`config.mk`:
```
export PLATFORM = sky130hd
export DESIGN_NAME = accum_frame_ctrl
export DESIGN_NICKNAME = d
export VERILOG_FILES = /design/src/rtl/accum_pkg.sv /design/src/rtl/accum_frame_ctrl.sv
export SDC_FILE = /design/constraint.sdc
export NUM_CORES = 1
export LEC_CHECK = 0
export ABC_AREA = 1
export CAP_MARGIN = 10
export CORE_MARGIN = 2
export CORE_UTILIZATION = 35
export DETAILED_ROUTE_END_ITERATION = 16
export GPL_TIMING_DRIVEN = 0
export PLACE_DENSITY = 0.79
export SYNTH_ARGS = -nofsm -noshare
export SYNTH_HDL_FRONTEND = slang
export SYNTH_SLANG_ARGS = --single-unit
```
`constraint.sdc`:
```
create_clock -name clk -period 2.46 [get_ports clk]
set_input_delay 0.615 -clock clk [delete_from_list [all_inputs] [get_ports clk]]
set_output_delay 0.615 -clock clk [all_outputs]
set_load 0.02 [all_outputs]
```
`src/rtl/accum_pkg.sv`:
```
// accum_pkg: shared state encoding and default widths for the accumulator frame sequencer.
// Rev 1.0
`default_nettype none

package accum_pkg;

  localparam int ACC_DIN_WIDTH     = 32;
  localparam int ACC_DOUT_WIDTH    = 32;
  localparam int ACC_MAX_FRAME_LEN = 256;

  typedef enum logic [2:0] {
    CLR    = 3'd0,
    RUN    = 3'd1,
    DRAIN1 = 3'd2,
    DRAIN2 = 3'd3,
    OUT    = 3'd4
  } accum_frame_state_e;

endpackage

`default_nettype wire

```
`src/rtl/accum_frame_ctrl.sv`:
```
// accum_frame_ctrl: frames a valid/ready sample stream into the external accum block and
// returns per-frame sum/count. Optional overflow flag under ACCUM_FRAME_OVF_EN. Rev 1.0
`default_nettype none

module accum_frame_ctrl
  import accum_pkg::*;
#(
  parameter int DIN_WIDTH     = ACC_DIN_WIDTH,
  parameter int DOUT_WIDTH    = ACC_DOUT_WIDTH,
  parameter int MAX_FRAME_LEN = ACC_MAX_FRAME_LEN,
  localparam int CNT_W        = $clog2(MAX_FRAME_LEN + 1)
) (
  input  logic                  clk,
  input  logic                  rst_n,
  input  logic                  s_valid_i,
  output logic                  s_ready_o,
  input  logic [DIN_WIDTH-1:0]  s_data_i,
  input  logic                  s_last_i,
  output logic                  acc_clear_o,
  output logic                  acc_en_o,
  output logic [DIN_WIDTH-1:0]  acc_data_o,
  input  logic [DOUT_WIDTH-1:0] acc_result_i,
  output logic                  m_valid_o,
  input  logic                  m_ready_i,
  output logic [DOUT_WIDTH-1:0] m_sum_o,
  output logic [CNT_W-1:0]      m_count_o,
  output logic                  m_trunc_o,
  output logic                  m_ovf_o
);

  accum_frame_state_e r_state;
  accum_frame_state_e w_state_nxt;

  logic [CNT_W-1:0] r_cnt;
  logic [CNT_W-1:0] w_cnt_inc;
  logic             r_trunc;
  logic             w_accept;
  logic             w_at_max;
  logic             w_close;

  assign w_accept  = (r_state == RUN) & s_valid_i;
  assign w_cnt_inc = r_cnt + 1'b1;
  assign w_at_max  = (w_cnt_inc == CNT_W'(MAX_FRAME_LEN));
  assign w_close   = w_accept & (s_last_i | w_at_max);

  always_ff @(posedge clk or negedge rst_n) begin
    if (!rst_n) begin
      r_state <= CLR;
    end else begin
      r_state <= w_state_nxt;
    end
  end

  always_comb begin
    w_state_nxt = r_state;
    s_ready_o   = 1'b0;
    acc_clear_o = 1'b0;
    m_valid_o   = 1'b0;
    case (r_state)
      CLR: begin
        acc_clear_o = 1'b1;
        w_state_nxt = RUN;
      end
      RUN: begin
        s_ready_o = 1'b1;
        if (w_close) begin
          w_state_nxt = DRAIN1;
        end
      end
      DRAIN1: w_state_nxt = DRAIN2;
      DRAIN2: w_state_nxt = OUT;
      OUT: begin
        m_valid_o = 1'b1;
        if (m_ready_i) begin
          w_state_nxt = CLR;
        end
      end
      default: begin
        acc_clear_o = 1'b1;
        w_state_nxt = CLR;
      end
    endcase
  end

  always_ff @(posedge clk or negedge rst_n) begin
    if (!rst_n) begin
      acc_en_o   <= 1'b0;
      acc_data_o <= '0;
      r_cnt      <= '0;
      r_trunc    <= 1'b0;
    end else begin
      acc_en_o <= w_accept;
      if (w_accept) begin
        acc_data_o <= s_data_i;
      end
      if (r_state == CLR) begin
        r_cnt   <= '0;
        r_trunc <= 1'b0;
      end else if (w_accept) begin
        r_cnt <= w_cnt_inc;
        // A last marker on the limit beat is an ordinary frame end.
        if (w_at_max && !s_last_i) begin
          r_trunc <= 1'b1;
        end
      end
    end
  end

  // The accumulator has finished the final add by the DRAIN2 exit edge.
  always_ff @(posedge clk or negedge rst_n) begin
    if (!rst_n) begin
      m_sum_o   <= '0;
      m_count_o <= '0;
      m_trunc_o <= 1'b0;
    end else if (r_state == DRAIN2) begin
      m_sum_o   <= acc_result_i;
      m_count_o <= r_cnt;
      m_trunc_o <= r_trunc;
    end
  end

`ifdef ACCUM_FRAME_OVF_EN
  localparam int SH_W = DOUT_WIDTH + CNT_W;

  logic signed [SH_W-1:0]   r_shadow;
  logic signed [SH_W-1:0]   w_shadow_nxt;
  logic [SH_W-DOUT_WIDTH:0] w_top;
  logic                     w_fits;
  logic                     r_ovf;

  assign w_shadow_nxt = r_shadow + SH_W'($signed(s_data_i));
  // Representable in signed DOUT_WIDTH iff the bits above the sign bit all match it.
  assign w_top        = w_shadow_nxt[SH_W-1:DOUT_WIDTH-1];
  assign w_fits       = (&w_top) | ~(|w_top);

  always_ff @(posedge clk or negedge rst_n) begin
    if (!rst_n) begin
      r_shadow <= '0;
      r_ovf    <= 1'b0;
      m_ovf_o  <= 1'b0;
    end else begin
      if (r_state == CLR) begin
        r_shadow <= '0;
        r_ovf    <= 1'b0;
      end else if (w_accept) begin
        r_shadow <= w_shadow_nxt;
        if (!w_fits) begin
          r_ovf <= 1'b1;
        end
      end
      if (r_state == DRAIN2) begin
        m_ovf_o <= r_ovf;
      end
    end
  end
`else
  assign m_ovf_o = 1'b0;
`endif

endmodule

`default_nettype wire

```
## Yosys cells after proc, flatten, opt, wreduce, memory -nomap -nowiden

Cells that the tools add are included.

| word-level totals | value |
|---|---|
| bits in registers | 88 |
| logic and storage cells | 38 |
| output and inout bits | 79 |

| operators by class | value |
|---|---|
| $add $sub $neg | 1 |
| reduce and logical (&&, ||, !) cells | 8 |
| bitwise gates (word level) | 3 |
| multiplexer cells | 11 |
| equal/unequal tests | 7 |

Operators by type and width:

| cell | number |
|---|---|
| $mux 9 | 2 |
| $pmux 3 s5 | 1 |
| $add 9x1->9 const B | 1 |
| $eq 9x9->1 const B | 1 |
| $eq 3x2->1 const B | 2 |
| $mux 1 | 6 |
| $mux 3 | 2 |
| $ne 2x2->1 const B | 2 |
| $reduce_and 2->1 | 2 |
| $reduce_bool 2->1 | 2 |
| $reduce_or 4->1 | 1 |
| $eq 3x1->1 const B | 1 |
| $eq 3x3->1 const B | 1 |
| $logic_not 3->1 | 1 |
| $and 1x1->1 | 2 |
| $logic_and 1x1->1 | 1 |
| $logic_not 1->1 | 1 |
| $or 1x1->1 | 1 |

## Longest topological paths before layout

Gate-level depths: netlist (run 1).

| depth | value |
|---|---|
| word-level depth | 6 |
| gate-level depth with buffers | 13 |
| depth with buffers taken out | 13 |

## Worst setup path after synthesis (run 1)

Ideal clock, no wire load.

| timing | value |
|---|---|
| path kind | flip-flop to output port |
| from | register r_state[1] |
| to | output port acc_clear_o |
| data arrival time | 1.337 ns |
| buffers on the path | 0 |
| path slack | 0.508 ns |
| cell stages (with the launch flop) | 3 |
| cell sequence | dfrtp_1 -> nor3b_1 -> a211oi_1 |

| between the ends | value |
|---|---|
| word-level cells in the longest chain between the ends | 3 |
| elaborated cells on any way between the ends | 6 |

Ends and longest elaborated chain:

| item | RTL line | source |
|---|---|---|
| start, declared | accum_frame_ctrl.sv:31 | `accum_frame_state_e r_state;` |
| start signal, assigned | accum_frame_ctrl.sv:50 | `r_state <= w_state_nxt;` |
| $eq 3x1->1, or another cell as far along | accum_frame_ctrl.sv:59 | `case (r_state)` |
| $reduce_or 4->1 (no line) (*) | n/a |  |
| $mux 1 (*) | accum_frame_ctrl.sv:59 |  |
| end, declared | accum_frame_ctrl.sv:19 | `output logic acc_clear_o,` |

Mark *: on every way between the ends. The rest lies on a longest branch, timed or not.

## Worst setup path in the final report (run 1)

| timing | value |
|---|---|
| from | register r_state[2] |
| to | output port acc_clear_o |

Same word-level chain as after synthesis.

==> flow_summary.yaml, run 1 <==
setup_path:
  slowest_delay_ps: 670
  worstSetupEndpoint: "acc_clear_o"
  r2r-end: "r_state[1]$_DFFE_PN0P_"
  worstSetupPathType: "flip-flop to output pin"
  startpoint: "r_state[2]$_DFFE_PN0P_"
  r2r-start: "r_cnt[0]$_DFFE_PN0P_"
  critPathLaunchType: "flip-flop"
  crit_slowest_cell: "clkdlybuf4s50_1"
  cp_max_fo: 3
  path_cells: "nor3b_2, a211oi_1, clkdlybuf4s50_1"
  worst-path-stages: 3
  critPathTopFamily: "buffers and inverters"
  reg2reg_slack_ps: 810
  reg2reg_depth: 11
  arrival_ps: 1790
  cp.required_ps: 1850
  cp_num_buf_inv: 1
  end_kind: "output pin"
routing:
  first_pass_iters: 4
  drt-wirelength-per-cell_um: 13.2
  wl_met2_um: 4030
  dr_wl_met3_um: 739
  vias_per_cell: 4.49
  wl_met1_um: 3660
  highest_layer: "met4"
  drtIter0Drc: 75
  remaining_drc_errors: 0
  postRouteAntennaNets: 0
  vias: 2894
  finalWirelength_um: 8520
pwr:
  ir_drop_mv: 0.566
  p_per_area_nw_per_um2: 1220
  leakage_nw: 2.47
synth:
  synth_cells: 349
  synth_edf_count: 0
  synth_most_common_cell: "nand2_1"
  synth_seq_area_share_pct: 61.7
  ys.flop_type: "dfrtp_1"
  ys_types: 26
  synth_area_leaders: "dfrtp_1, nand2_1, mux2_2, mux2_1, o21ai_0"
  post-synth-top-area-cell: "dfrtp_1"
  async_flop_share_pct: 100
  synth_commonest_cells: "nand2_1, dfrtp_1, mux2_2"
  syn_area_sq_um: 3570
  syn_avg_cell_area_sq_um: 10.2
  yosysTopAreaCellShare_pct: 61.7
  ys_seq_elements: 88
  synth_warnings: 0
  synthesis.nets: 420
clock_network:
  clk_pin_slew_ps: 100
  cts-root-buf: "clkbuf_8"
  clockBufferDepth: 2
  worstSkewPairLatency_ps: 350
  cts_tree: "yes"
  postCtsHoldBufs: 0
  cts.sinks: 88
  cts_buffers: 9
  postCtsSetupBuffers: 0
  htreeDepth: 3
sta:
  setup_viol: 0
  hold_violations: 0
  slew_headroom_pct: 58.4
  min_period_over_period_pct: 98.0
  clock_skew_ps: 14.1
  rsz0062_at_grt: "false"
  slew_viol_final: 0
  period_minus_slack_ps: 2410
  fmax_mhz: 415
  tightest_slew_ps: 620
die:
  rows: 36
  dieArea_sq_um: 11000
  design.core.area_sq_um: 9820
  die-width_um: 105
  ioPinCount: 148
  fp.dieH_um: 105
  initial_utilization_pct: 36.3
min_path:
  min-delay-path-class: "input pin to async pin"
global_routing:
  gr-usage-all-layers_pct: 15.7
  grt_pass1_vias: 2884
  grt_max_degree: 73
  grt_pass1_wl_um: 14100
  grt_overflow: 0
  antenna_found_initial: 0
placed_design:
  gp_congestion: 0.805
  place_hpwl_um: 6360
  numPortBuffers: 146
  place_inst: 629
job:
  max_cap_viol_count: 0
final_layout:
  final_core_util_pct: 55.3
  drive_gt1_share_pct: 13.7
  instances_no_fill: 645
  fin_nets: 578
  syn_to_final_growth_pct: 52.3
  diodes: 0
outcome:
  status: "finished, final reports clean"
[state kept, by name (all words and copies together) (netlist names)]
register / cells
acc_data_o: 32
acc_en_o: 1
m_count_o: 9
m_sum_o: 32
m_trunc_o: 1
r_cnt: 9
r_state: 3
r_trunc: 1
[layer usage]
layer  track usage (%)  vias up
met3              5.05        9
met1              19.2     1363
met2              26.5      111
li1                  -     1411
met4              4.57        0
met5                 0        -
[through the flow]
step / TNS, ps / instance area [sq um] / power (mW) / hold slack [ps] / setup slack (ps)
detailed placement: 0 / 5220 / 5.67 / 465 / 394
finish: 0 / 5430 / 6.65 / 118 / 50.3
global placement: -212360 / 5190 / 5.56 / 461 / -2420
global route: 0 / 5430 / 7.07 / 123 / 12.2
floorplan: 0 / 3570 / 4.06 / 319 / 508
CTS: 0 / 5430 / 6.73 / 113 / 37.9
[report_power, final]
| part | switching (mW) | internal [mW] | total [mW] |
|---|---|---|---|
| registers | 0.324 | 2.03 | 2.36 |
| logic | 1.69 | 1.56 | 3.25 |
| clock network | 0.540 | 0.510 | 1.05 |
| total | 2.55 | 4.10 | 6.65 |
[what timing repair did]
item                                    in CTS  in global routing
endpoints found under the setup margin       1                  1
resized for setup                            1                  1
pin swaps                                    0                  0
[kinds of logic after synthesis]
| kind of cell | after synthesis | synth area share [%] |
|---|---|---|
| buffers and inverters | 34 | 3.93 |
| muxes | 32 | 10.1 |
| and+or+nand+nor | 167 | 19.5 |
| adders and majority gates | 2 | 0.701 |
| AOI/OAI and AO/OA | 24 | 3.72 |
| other | 1 | 0.105 |
| xor gates and xnor gates | 1 | 0.246 |
| DFF | 88 | 61.7 |
[final cells by class]
type | instances | area, sq um
fill | 884 | 4390
timing repair buffer | 147 | 1490
inverter | 21 | 78.8
sequential | 88 | 2200
clock buffer | 10 | 138
multi-input combinational | 227 | 1230
tap | 133 | 166
buffer | 13 | 61.3
clock inverter | 6 | 72.6
[cell usage in the layout, fill, tap and decap left out]
cell             synthesis  final
buf_4                    1      2
o21ai_2                  1      1
mux2_1                  13     13
mux2_2                  19     19
nand2_2                  8      8
nor2_4                   1      1
nor2_2                   6      6
clkbuf_1                 5      5
nand2_1                136    136
o21ai_1                  2      2
nand3_1                  4      4
nor3b_2                  0      1
inv_2                    5      5
xor2_1                   1      1
buf_2                    7      7
bufinv_16                0      1
inv_1                   16     16
ha_1                     2      2
conb_1                   1      1
clkdlybuf4s50_1          0    144
a211oi_1                 1      1
clkinv_4                 0      1
clkinvlp_4               0      1
o21ai_0                 17     17
dfrtp_1                 88     88
nand3b_1                 1      1
a21oi_2                  1      1
nor2_1                   8      8
clkbuf_8                 0     10
dlygate4sd2_1            0      1
o22ai_1                  2      2
inv_6                    0      3
buf_16                   0      1
nand3_2                  2      2
[worst min path at each step]
stage / cells past startpoint / endpoint / start / slack [ps]
finish: 1 / m_sum_o[12]$_DFFE_PN0N_ / rst_n / 120
global route: 1 / m_sum_o[21]$_DFFE_PN0N_ / rst_n / 120
CTS: 1 / m_sum_o[21]$_DFFE_PN0N_ / rst_n / 110
detailed placement: 2 / acc_data_o[12]$_DFFE_PN0P_ / acc_data_o[12]$_DFFE_PN0P_ / 470
global placement: 2 / acc_data_o[25]$_DFFE_PN0P_ / acc_data_o[25]$_DFFE_PN0P_ / 460
floorplan: 0 / acc_data_o[0]$_DFFE_PN0P_ / rst_n / 320
Power figures use the tool's default switching activity.
==> run 2: changes to the inputs <==
--- a/config.mk
+++ b/config.mk
@@ -11,6 +11,7 @@
 export CORE_UTILIZATION = 35
 export DETAILED_ROUTE_END_ITERATION = 16
 export GPL_TIMING_DRIVEN = 0
+export MAX_ROUTING_LAYER = met4
 export PLACE_DENSITY = 0.79
 export SYNTH_ARGS = -nofsm -noshare
 export SYNTH_HDL_FRONTEND = slang
==> flow_summary.yaml, run 2 (synthesis gave the netlist of run 1 again) <==
outcome:
  status: "finished, final reports clean"
clock_network:
  cts-root-buf: "clkbuf_8"
  postCtsHoldBufs: 0
  clk_pin_slew_ps: 100
  worstSkewPairLatency_ps: 350
  cts.sinks: 88
  htreeDepth: 3
  cts_buffers: 9
  cts_tree: "yes"
  clockBufferDepth: 2
  postCtsSetupBuffers: 0
setup_path:
  path_cells: "nor3b_2, a211oi_1, clkdlybuf4s50_1"
  r2r-start: "r_cnt[0]$_DFFE_PN0P_"
  r2r-end: "r_state[1]$_DFFE_PN0P_"
  cp.required_ps: 1850
  cp_num_buf_inv: 1
  cp_max_fo: 3
  critPathTopFamily: "buffers and inverters"
  reg2reg_slack_ps: 800
  critPathLaunchType: "flip-flop"
  arrival_ps: 1800
  end_kind: "output pin"
  worstSetupPathType: "flip-flop to output pin"
  worst-path-stages: 3
  slowest_delay_ps: 670
  startpoint: "r_state[2]$_DFFE_PN0P_"
  reg2reg_depth: 10
  crit_slowest_cell: "clkdlybuf4s50_1"
  worstSetupEndpoint: "acc_clear_o"
sta:
  setup_viol: 0
  final.setup.tns_ps: 0
  period_minus_slack_ps: 2420
  rsz0062_at_grt: "false"
  whs_ps: 118
  hold_violations: 0
  slew_viol_final: 0
  fmax_mhz: 414
  clock_skew_ps: 13.6
  slew_headroom_pct: 58.5
  min_period_over_period_pct: 98.2
  tightest_slew_ps: 618
placed_design:
  place_hpwl_um: 6360
  numPortBuffers: 146
  gp_congestion: 0.817
  place_inst: 629
pwr:
  ir_drop_mv: 0.563
  power_mw: 6.65
  leakage_nw: 2.47
  p_per_area_nw_per_um2: 1220
global_routing:
  grt_max_degree: 73
  antenna_found_initial: 0
  gr-usage-all-layers_pct: 16.2
  grt_pass1_wl_um: 14000
  grt_overflow: 0
  grt_pass1_vias: 2894
job:
  max_cap_viol_count: 0
routing:
  vias_per_cell: 4.47
  vias: 2886
  first_pass_iters: 6
  postRouteAntennaNets: 0
  finalWirelength_um: 8500
  drtIter0Drc: 77
  remaining_drc_errors: 0
  drt-wirelength-per-cell_um: 13.2
die:
  initial_utilization_pct: 36.3
  dieArea_sq_um: 11000
  fp.dieH_um: 105
  ioPinCount: 148
  design.core.area_sq_um: 9820
  die-width_um: 105
  rows: 36
final_layout:
  instances_no_fill: 645
  diodes: 0
  drive_gt1_share_pct: 13.7
  final_common_cell: "clkdlybuf4s50_1"
  final_cell_mix: "clkdlybuf4s50_1, nand2_1, dfrtp_1"
  fin_nets: 578
  top_regs: "acc_data_o (32), m_sum_o (32)"
  syn_to_final_growth_pct: 52.3
  fill_cells: 884
min_path:
  min-delay-path-class: "input pin to async pin"
run 2: cell counts in the layout (fill, tap and decap cells not counted):
No cell type changed its count.
run 2: worst min path at each step:
stage	depth (start not counted)	to	startpoint	slack, ps
6_report	1	m_sum_o[12]$_DFFE_PN0N_	rst_n	120
5_1_grt	1	m_sum_o[21]$_DFFE_PN0N_	rst_n	120
4_1_cts	1	m_sum_o[21]$_DFFE_PN0N_	rst_n	110
3_5_place_dp	2	acc_data_o[12]$_DFFE_PN0P_	acc_data_o[12]$_DFFE_PN0P_	470
3_3_place_gp	2	acc_data_o[25]$_DFFE_PN0P_	acc_data_o[25]$_DFFE_PN0P_	460
2_1_floorplan	0	acc_data_o[0]$_DFFE_PN0P_	rst_n	320
run 2: final cells by class:
type | count | area, sq um | area share, %
buffer | 13 | 61.3 | 1.13
inverter | 21 | 78.8 | 1.45
sequential | 88 | 2200 | 40.5
clock buffer | 10 | 138 | 2.53
timing repair buffer | 147 | 1490 | 27.3
multi-input combinational | 227 | 1230 | 22.6
tap | 133 | 166 | 3.06
clock inverter | 6 | 72.6 | 1.34
run 2: stage by stage:
stage / setup slack, ps / area (sq um) / utilization, %
2_1_floorplan: 508 / 3570 / -
3_3_place_gp: -2420 / 5190 / 52.9
3_5_place_dp: 394 / 5220 / 53.2
4_1_cts: 37.9 / 5430 / 55.3
5_1_grt: 12.2 / 5430 / 55.3
6_report: 44.9 / 5430 / 55.3
run 2: power by group:
group,leakage (nW),internal (mW),switching (mW)
registers,1.10,2.03,0.325
logic,1.26,1.56,1.69
clock network,0.104,0.510,0.540
total,2.47,4.10,2.56
run 2: metal layers:
layer  global-route usage, %  share of wire (%)
met2                    26.3                 47
met5                       -                  0
met4                    4.57                1.2
met1                    20.3                 45
met3                    3.68                6.8
run 2: what timing repair did:
action | in CTS | in global routing
setup endpoints to repair | 1 | 1
pin swaps | 0 | 0
resized for setup | 1 | 1
==> run 3: changes to the inputs <==
--- a/config.mk
+++ b/config.mk
@@ -8,11 +8,12 @@
 export ABC_AREA = 1
 export CAP_MARGIN = 10
 export CORE_MARGIN = 2
-export CORE_UTILIZATION = 35
+export CORE_UTILIZATION = 46
+export CTS_CLUSTER_DIAMETER = 80
 export DETAILED_ROUTE_END_ITERATION = 16
 export GPL_TIMING_DRIVEN = 0
 export MAX_ROUTING_LAYER = met4
-export PLACE_DENSITY = 0.79
+export PLACE_DENSITY = 0.95
 export SYNTH_ARGS = -nofsm -noshare
 export SYNTH_HDL_FRONTEND = slang
 export SYNTH_SLANG_ARGS = --single-unit
==> flow_summary.yaml, run 3 (synthesis gave the netlist of run 1 again) <==
outcome:
  status: "finished, final reports clean"
final_layout:
  syn_to_final_growth_pct: 51.1
  fin_nets: 578
  instances_no_fill: 614
  diodes: 0
  fill_cells: 539
  top_regs: "acc_data_o (32), m_sum_o (32)"
  drive_gt1_share_pct: 13.3
  final_common_cell: "clkdlybuf4s50_1"
  final_cell_mix: "clkdlybuf4s50_1, nand2_1, dfrtp_1"
setup_path:
  end_kind: "output pin"
  startpoint: "r_state[2]$_DFFE_PN0P_"
  r2r-end: "r_state[1]$_DFFE_PN0P_"
  cp.required_ps: 1850
  worstSetupPathType: "flip-flop to output pin"
  reg2reg_slack_ps: 830
  reg2reg_depth: 11
  critPathLaunchType: "flip-flop"
  arrival_ps: 1730
  path_cells: "nor2_2, nand2_1, inv_2, clkdlybuf4s50_1"
  cp_max_fo: 3
  r2r-start: "r_cnt[0]$_DFFE_PN0P_"
  crit_slowest_cell: "clkdlybuf4s50_1"
  worstSetupEndpoint: "s_ready_o"
  slowest_delay_ps: 620
sta:
  rsz0062_at_grt: "false"
  fmax_mhz: 426
  min_period_over_period_pct: 95.3
  hold_violations: 0
  setup_viol: 0
  period_minus_slack_ps: 2350
  clock_skew_ps: 6.08
  tightest_slew_ps: 619
  slew_headroom_pct: 58.4
  slew_viol_final: 0
clock_network:
  cts.sinks: 88
  htreeDepth: 3
  clk_pin_slew_ps: 80
  postCtsSetupBuffers: 0
  postCtsHoldBufs: 0
  cts-root-buf: "clkbuf_8"
  cts_buffers: 9
  cts_tree: "yes"
  clockBufferDepth: 2
  worstSkewPairLatency_ps: 340
routing:
  postRouteAntennaNets: 0
  remaining_drc_errors: 0
  vias_per_cell: 4.72
  vias: 2898
  drt-wirelength-per-cell_um: 13.8
  drtIter0Drc: 86
  first_pass_iters: 4
  finalWirelength_um: 8450
placed_design:
  numPortBuffers: 146
  place_hpwl_um: 6530
  gp_congestion: 0.773
  place_inst: 598
global_routing:
  grt_max_degree: 54
  grt_pass1_wl_um: 13900
  gr-usage-all-layers_pct: 21.5
  grt_pass1_vias: 2949
  grt_overflow: 0
  antenna_found_initial: 0
die:
  fp.dieH_um: 92.1
  initial_utilization_pct: 46.9
  design.core.area_sq_um: 7610
  ioPinCount: 148
  rows: 32
  dieArea_sq_um: 8480
  die-width_um: 92.1
pwr:
  p_per_area_nw_per_um2: 1230
  leakage_nw: 2.47
  ir_drop_mv: 0.598
  power_mw: 6.61
min_path:
  min-delay-path-class: "input pin to async pin"
job:
  max_cap_viol_count: 0
run 3: cell count changes in the layout (fill, tap and decap cells not counted), sizes merged:
cell,before,now
dlymetal6s2s,0,1
clkbuf,15,17
inv,24,22
clkdlybuf4s50,144,143
run 3: power by group:
group	total [mW]	internal (mW)	switching [mW]	leakage, nW
registers	2.37	2.03	0.340	1.10
clock network	1.00	0.527	0.477	0.103
logic	3.23	1.55	1.68	1.27
total	6.61	4.11	2.50	2.47
run 3: how the worst min path moves through the flow:
stage                                       endpoint  cells past startpoint
after floorplan            acc_data_o[0]$_DFFE_PN0P_                      0
after global placement    acc_data_o[23]$_DFFE_PN0P_                      2
after detailed placement  acc_data_o[17]$_DFFE_PN0P_                      2
after CTS                    m_sum_o[21]$_DFFE_PN0N_                      1
after global routing         m_sum_o[21]$_DFFE_PN0N_                      1
final                        m_sum_o[21]$_DFFE_PN0N_                      1
run 3: final cells by class:
class,instances,area (sq um),area share [%]
buffer,13,61.3,1.14
clock buffer,12,155,2.88
clock inverter,4,51.3,0.952
inverter,21,78.8,1.46
multi-input combinational,227,1220,22.7
sequential,88,2200,40.9
tap,102,128,2.37
timing repair buffer,147,1490,27.6
run 3: layer usage:
layer / vias to the layer above / track usage, % / routed length [um]
met2: 118 / 36.2 / 4320
met1: 1357 / 25.7 / 3390
met5: - / - / 0
li1: 1414 / - / -
met4: 0 / 7.59 / 92
met3: 9 / 4.68 / 639
run 3: per-stage QoR:
stage | util, % | setup TNS, ps | cell area [sq um] | hold slack, ps | setup slack, ps
2_1_floorplan | - | 0 | 3570 | 319 | 508
3_3_place_gp | 67.8 | -196920 | 5160 | 461 | -2240
3_5_place_dp | 68.1 | 0 | 5180 | 467 | 380
4_1_cts | 70.8 | 0 | 5390 | 223 | 35.8
5_1_grt | 70.8 | 0 | 5390 | 244 | 34.5
6_report | 70.8 | 0 | 5390 | 222 | 114
run 3: what timing repair did:
action / CTS / global route
endpoints found under the setup margin: 1 / 1
pin swaps: 0 / 0
gates cloned: 0 / 0
gates resized for setup: 1 / 1
run 3: critical path: cells and delay by family, from the launching register on:
kind	cells	cell delay, ps
buffers and inverters	2	710
and+or+nand+nor	2	260
DFF	1	410
